## src/rtl/alu_seq_pkg.sv

```systemverilog
// Shared encodings for the multi-byte ALU sequencer: op codes, FSM states and
// carry-select values.
package alu_seq_pkg;

    localparam int unsigned MAX_BYTES_DEF = 4;

    localparam logic [2:0] OP_ADD = 3'b000;
    localparam logic [2:0] OP_ADC = 3'b001;
    localparam logic [2:0] OP_SUB = 3'b010;
    localparam logic [2:0] OP_SBC = 3'b011;
    localparam logic [2:0] OP_AND = 3'b100;
    localparam logic [2:0] OP_OR  = 3'b101;
    localparam logic [2:0] OP_XOR = 3'b110;
    localparam logic [2:0] OP_RSV = 3'b111;

    localparam logic [1:0] CSEL_ARITH = 2'b00;
    localparam logic [1:0] CSEL_LOGIC = 2'b01;

    typedef enum logic [1:0] {
        StIdle,
        StIssue,
        StWait,
        StDone
    } state_e;

    function automatic logic is_arith(input logic [2:0] op);
        return ~op[2];
    endfunction

endpackage

```

## src/rtl/alu_seq_operand_shifter.sv

```systemverilog
// Holds the request operands for the duration of an operation and presents the
// currently selected byte; the RHS is stored pre-inverted for subtraction.
module alu_seq_operand_shifter
    import alu_seq_pkg::*;
#(
    parameter int unsigned MAX_BYTES = MAX_BYTES_DEF
) (
    input  logic                   clk,
    input  logic                   rst,
    input  logic                   load_i,
    input  logic                   invert_i,
    input  logic [8*MAX_BYTES-1:0] lhs_i,
    input  logic [8*MAX_BYTES-1:0] rhs_i,
    input  logic [1:0]             idx_i,
    output logic [7:0]             lhs_byte_o,
    output logic [7:0]             rhs_byte_o
);

    logic [8*MAX_BYTES-1:0] lhs_q;
    logic [8*MAX_BYTES-1:0] rhs_q;

    always_ff @(posedge clk) begin
        if (rst) begin
            lhs_q <= '0;
            rhs_q <= '0;
        end else if (load_i) begin
            lhs_q <= lhs_i;
            rhs_q <= invert_i ? ~rhs_i : rhs_i;
        end
    end

    assign lhs_byte_o = lhs_q[8*idx_i +: 8];
    assign rhs_byte_o = rhs_q[8*idx_i +: 8];

endmodule

```

## src/rtl/alu_chain_sequencer.sv

```systemverilog
// Sequences a 1-4 byte ALU operation through an external 8-bit ALU, chaining
// carry between bytes and merging the per-byte flags into one response.
module alu_chain_sequencer
    import alu_seq_pkg::*;
#(
    parameter int unsigned MAX_BYTES = MAX_BYTES_DEF
) (
    input  logic                   clk,
    input  logic                   rst,
    input  logic                   req_valid,
    output logic                   req_ready,
    input  logic [2:0]             req_op,
    input  logic [1:0]             req_len,
    input  logic [8*MAX_BYTES-1:0] req_lhs,
    input  logic [8*MAX_BYTES-1:0] req_rhs,
    output logic                   alu_issue,
    output logic [2:0]             alu_func,
    output logic [7:0]             alu_lhs,
    output logic [7:0]             alu_rhs,
    output logic                   alu_carry_in,
    output logic [1:0]             alu_carry_sel,
    input  logic [7:0]             alu_result,
    input  logic                   alu_carry,
    input  logic                   alu_zero,
    input  logic                   alu_sign,
    input  logic                   alu_ovf,
    output logic                   resp_valid,
    input  logic                   resp_ready,
    output logic [8*MAX_BYTES-1:0] resp_data,
    output logic                   resp_carry,
    output logic                   resp_zero,
    output logic                   resp_sign,
    output logic                   resp_ovf
);

    state_e                 state_q;
    logic [2:0]             op_q;
    logic [1:0]             len_q;
    logic [1:0]             idx_q;
    logic [8*MAX_BYTES-1:0] data_q;
    logic                   zero_q;
    logic                   chain_q;
    logic                   carry_q;
    logic                   sign_q;
    logic                   ovf_q;
    logic                   c_flag_q;
    logic                   resp_valid_q;

    logic [7:0] lhs_byte;
    logic [7:0] rhs_byte;
    logic       accept;
    logic       arith;
    logic       issuing;
    logic       first_cin;

    assign req_ready = (state_q == StIdle);
    assign accept    = req_valid && req_ready;
    assign arith     = is_arith(op_q);
    assign issuing   = (state_q == StIssue);

    alu_seq_operand_shifter #(
        .MAX_BYTES (MAX_BYTES)
    ) u_shifter (
        .clk        (clk),
        .rst        (rst),
        .load_i     (accept),
        .invert_i   ((req_op == OP_SUB) || (req_op == OP_SBC)),
        .lhs_i      (req_lhs),
        .rhs_i      (req_rhs),
        .idx_i      (idx_q),
        .lhs_byte_o (lhs_byte),
        .rhs_byte_o (rhs_byte)
    );

    always_comb begin
        first_cin = 1'b0;
        case (op_q)
            OP_ADC, OP_SBC: first_cin = c_flag_q;
            OP_SUB:         first_cin = 1'b1;
            default:        first_cin = 1'b0;
        endcase
    end

    // ALU bus is forced to zero outside the issue cycle.
    always_comb begin
        alu_issue     = issuing;
        alu_func      = OP_ADD;
        alu_lhs       = '0;
        alu_rhs       = '0;
        alu_carry_in  = 1'b0;
        alu_carry_sel = CSEL_ARITH;
        if (issuing) begin
            alu_func      = arith ? OP_ADD : op_q;
            alu_lhs       = lhs_byte;
            alu_rhs       = rhs_byte;
            alu_carry_sel = arith ? CSEL_ARITH : CSEL_LOGIC;
            if (arith) begin
                alu_carry_in = (idx_q == 2'd0) ? first_cin : chain_q;
            end
        end
    end

    always_ff @(posedge clk) begin
        if (rst) begin
            state_q      <= StIdle;
            op_q         <= OP_ADD;
            len_q        <= '0;
            idx_q        <= '0;
            data_q       <= '0;
            zero_q       <= 1'b0;
            chain_q      <= 1'b0;
            carry_q      <= 1'b0;
            sign_q       <= 1'b0;
            ovf_q        <= 1'b0;
            c_flag_q     <= 1'b0;
            resp_valid_q <= 1'b0;
        end else begin
            unique case (state_q)
                StIdle: begin
                    if (req_valid) begin
                        op_q    <= (req_op == OP_RSV) ? OP_ADD : req_op;
                        len_q   <= req_len;
                        idx_q   <= '0;
                        data_q  <= '0;
                        zero_q  <= 1'b1;
                        chain_q <= 1'b0;
                        state_q <= StIssue;
                    end
                end
                StIssue: state_q <= StWait;
                StWait: begin
                    data_q[8*idx_q +: 8] <= alu_result;
                    zero_q               <= zero_q & alu_zero;
                    chain_q              <= alu_carry;
                    if (idx_q == len_q) begin
                        carry_q      <= alu_carry;
                        sign_q       <= alu_sign;
                        ovf_q        <= alu_ovf;
                        c_flag_q     <= alu_carry;
                        resp_valid_q <= 1'b1;
                        state_q      <= StDone;
                    end else begin
                        idx_q   <= idx_q + 2'd1;
                        state_q <= StIssue;
                    end
                end
                StDone: begin
                    if (resp_ready) begin
                        resp_valid_q <= 1'b0;
                        state_q      <= StIdle;
                    end
                end
                default: state_q <= StIdle;
            endcase
        end
    end

    assign resp_valid = resp_valid_q;
    assign resp_data  = data_q;
    assign resp_carry = carry_q;
    assign resp_zero  = zero_q;
    assign resp_sign  = sign_q;
    assign resp_ovf   = ovf_q;

endmodule
```

## config.mk

```make
export PLATFORM = sky130hd
export DESIGN_NAME = alu_chain_sequencer
export DESIGN_NICKNAME = d
export VERILOG_FILES = /design/src/rtl/alu_seq_pkg.sv /design/src/rtl/alu_seq_operand_shifter.sv /design/src/rtl/alu_chain_sequencer.sv
export SDC_FILE = /design/constraint.sdc
export NUM_CORES = 1
export LEC_CHECK = 0
export BUFFER_PORTS_ARGS = -buffer_cell sky130_fd_sc_hd__buf_2
export CORE_MARGIN = 4
export CORE_UTILIZATION = 52
export DETAILED_ROUTE_END_ITERATION = 10
export PLACE_DENSITY = 0.89
export SLEW_MARGIN = 5
export SYNTH_ARGS = -nofsm -noshare
export SYNTH_HDL_FRONTEND = slang
export SYNTH_SLANG_ARGS = --single-unit
```

## constraint.sdc

```tcl
create_clock -name clk -period 2.2 [get_ports clk]
set_input_delay 0.44 -clock clk [delete_from_list [all_inputs] [get_ports clk]]
set_output_delay 0.44 -clock clk [all_outputs]
set_load 0.02 [all_outputs]
```

==> results by group <==
Pwr
  • Portion of total power attributed to the clock network: about 28%
  • Power dissipated by switching net loads: 0.00130 W
  • Total chip power: between 0.004 and 0.005 W
  • Sequential power share: 52.8%
  • Part of the total power dissipated in combinational logic: approximately a fifth
  • Maximum VDD drop: 0.457 mV
  • Pleak: 2.52 nW
  • P_int: 0.00292 W
  • Switching part of the total power: 30.8%
  • Power density over cell area: 668 mW/mm^2

Clock tree
  • Number of buffers added to fix hold violations after cts: 0
  • Number of buffers added by the clock tree synthesis step: 9
  • Clock root buffer: clkbuf_8
  • TritonCTS clock tree: done
  • Maximum root-to-sink buffer count: 2
  • Clock input transition at the sequential cells of the worst setup and hold paths: 0.11 ns
  • Maximum level of the CTS H-tree: 3
  • Later-pin clock latency in the skew report: a little under 0.4 ns
  • CTS sink count: 111

Yosys
  • Post-synthesis instance area: about 0.0052 mm^2
  • Post-synthesis sequential area ratio: between 40% and 50%
  • Post-synth EDFFs: 0
  • Total of warnings raised by yosys: 0
  • Async S/R FF share, synth: 0%
  • Post-synthesis cell type count: between 40 and 50
  • Dominant synthesized flop cell: dfxtp_1
  • Share of Yosys cell area claimed by the top area cell type: 42.7%
  • Syn Inst Count: 557
  • Net count after synthesis: 646
  • Avg Synthesized Cell Area: 9.35 um^2
  • Flip-flop and latch count after synthesis: 111
  • Area leader, netlist: dfxtp_1
  • Leading cell types by total area after synthesis: dfxtp_1, a21oi_1, xnor2_1

Cells and area
  • Layout cells sized above 1: 35.3%
  • Filler cells: 787
  • Final antenna diode count: 0
  • Area delta synth->final: 21.5%
  • Footprint of the flip-flops and latches: 0.00223 mm^2
  • Number of nets at the end of the flow: 763
  • Highest-count cells in the layout ignoring fill and taps: buf_2, dfxtp_1, nand2_1
  • Multi-input gate area in the final layout: 0.00273 mm^2
  • Commonest non-fill, non-tap cell in the layout: buf_2
  • Final std cell area, no fill: 0.00633 mm^2

Timing
  • Remaining max-slew budget at the tightest pin: 62.2%
  • Fmax: 0.452 GHz
  • Transition at the pin with the smallest max-transition slack: 0.552 ns
  • Clock period minus final worst setup slack: 2.21 ns
  • Final hold violation count: 0
  • Number of pins with negative max-slew slack in the final report: 0
  • Post-route clock period utilization: 101%
  • Final setup margin: -0.0141 ns
  • RSZ-0062 raised after global routing: true
  • Setup violations, final: 4
  • Fin Clk Skew: 0.0130 ns

Global routing
  • Global routing usage on met2: between 30% and 40%
  • Maximum number of pins on one net before global-route repair: 68
  • Met3 global-route usage: 5.07%
  • Total overflow reported by the global router: 0
  • Vias in the first global route: ~4400
  • Met1 usage in global routing: ~30%
  • Global routing's busiest layer: met2
  • Initial antenna violation count: 0
  • Wire length of the first global-routing pass: 21700 um
  • Overall track demand over capacity in global routing: between 20% and 30%

Critical path
  • End of the worst register-to-register path: resp_data[24]
  • Reg2reg setup slack: roughly 0.47 ns
  • Startpoint of the worst-slack reg-to-reg timing path: idx_q[0]
  • Setup crit start kind: register
  • Req. time, crit path: 1.76 ns
  • Cell count of the worst reg-to-reg path: 6
  • Crit Path Class: register to primary output
  • Crit path capture type: primary output
  • Signal arrival time at the worst endpoint: 1.77 ns
  • Critical Path Fanout Max: 8

Hold path
  • Startpoint of the tightest hold check path: req_lhs[24]
  • Worst hold endpoint: u_shifter.lhs_q[24]
  • Worst min path class: input pin to register
  • Instance count along the most critical hold path: 3

Drt
  • Drt pass-1 iters: 5
  • DRC violations left: 0
  • Wire per inst: 16.7 um
  • Vias: roughly 4500
  • Overall routed net length: 13600 um
  • Vias per Instance: about 5.5
  • Initial drt markers: 179
  • Number of nets with antenna violations after routing: 0

Placed design
  • Area after detailed placement: slightly below 0.006 mm^2
  • HPWL Detailed: roughly 10000 um
  • RePlAce Congestion: 0.838
  • Input/output buffers: 144
  • Minimum setup slack after placement: 0.212 ns

Die
  • Initial Util: 53.3%
  • Top Ports: roughly 150
  • Std cell rows: 36
  • Die Outline Area: 0.0117 mm^2
  • Die Y: approximately 110 um
  • Core area: 0.00977 mm^2
  • Die boundary width: 108 um

Status
  • Run status: finished, violations left
  • Violations in the final reports: negative setup slack

Job
  • Max_cap viols: 0
[worst max path at each step]
stage / to / start / cells past startpoint
after floorplan: alu_carry_in / idx_q[1] / 5
after global placement: alu_rhs[7] / idx_q[0] / 4
after detailed placement: alu_rhs[7] / idx_q[0] / 4
after CTS: alu_rhs[7] / idx_q[0] / 4
after global routing: alu_rhs[5] / idx_q[0] / 4
final: alu_rhs[0] / idx_q[0] / 4
[routing by layer]
layer / share of wire, % / wire [um] / up-vias
li1: - / - / 2170
met1: 41 / 5580 / 2148
met2: 50 / 6750 / 159
met3: 6.6 / 900 / 27
met4: 2.6 / 350 / 0
met5: 0 / 0 / -
[synth_stat cells, types with 8 or more instances]
cell / n
nand2_1: 76
buf_2: 10
a211oi_2: 21
nand2b_1: 9
xnor2_1: 34
a211oi_1: 11
nand3_1: 28
mux2i_1: 8
nor2_1: 36
dfxtp_1: 111
a22o_1: 8
buf_6: 11
buf_4: 14
and3_1: 21
a21oi_1: 64
mux4_2: 13
clkbuf_1: 15
o21ai_0: 26
[through the flow]
step           TNS [ns]  hold WS, ns  utilization (%)  instances
6_report        -0.0316        0.280             64.8        812
5_1_grt          -0.661        0.264             64.8        812
3_5_place_dp          0        0.444             60.5        794
2_1_floorplan         0        0.432                -        557
3_3_place_gp          0        0.441             60.5        794
4_1_cts         -0.0622        0.274             64.1        812
[critical path, cell delays in order (launching register included)]
cell     delay (ns)
dfxtp_4        0.41
buf_12         0.14
mux4_2         0.50
and3_4         0.20
buf_6          0.12
[cells by family after synthesis]
group	Yosys count	share of synthesized area, %
buf+inv	59	7.08
flops	111	42.7
other cells	1	0.0720
simple gates	182	16.3
compound gates	140	18.2
mux	25	8.89
xor+xnor	35	5.88
fa+ha+maj	4	0.961
[power by group through the flow]
| stage | combinational [W] | sequential [W] | clock [W] |
|---|---|---|---|
| final | 0.000795 | 0.00223 | 0.00120 |
| after global routing | 0.000874 | 0.00225 | 0.00130 |
| after CTS | 0.000787 | 0.00223 | 0.00122 |
| after detailed placement | 0.000759 | 0.00227 | 0 |
| after global placement | 0.000728 | 0.00226 | 0 |
| after floorplan | 0.000565 | 0.00225 | 0 |
[state kept, by name, indices dropped and copies added, names as in the netlist]
name and cells:
idx_q 2, u_shifter.rhs_q 32, state_q 2, op_q 3, resp_sign 1, c_flag_q 1, resp_zero 1, resp_ovf 1
chain_q 1, resp_data 32, resp_valid 1, u_shifter.lhs_q 32, len_q 2
[cell type report]
class	count	share of cell area, %
sequential	111	35.2
clock inverter	7	1.03
clock buffer	9	1.96
timing repair buffer	160	15.8
multi-input combinational	387	43.1
inverter	5	0.297
tap	133	2.63
[repair_timing]
| action | in CTS | in global routing |
|---|---|---|
| endpoints found under the setup margin | 17 | 17 |
| buffers inserted | 2 | 0 |
| resized for setup | 47 | 15 |
| pin swaps | 0 | 1 |
| hold endpoints to repair | 0 | 0 |
(Power assumes the default switching activity.)
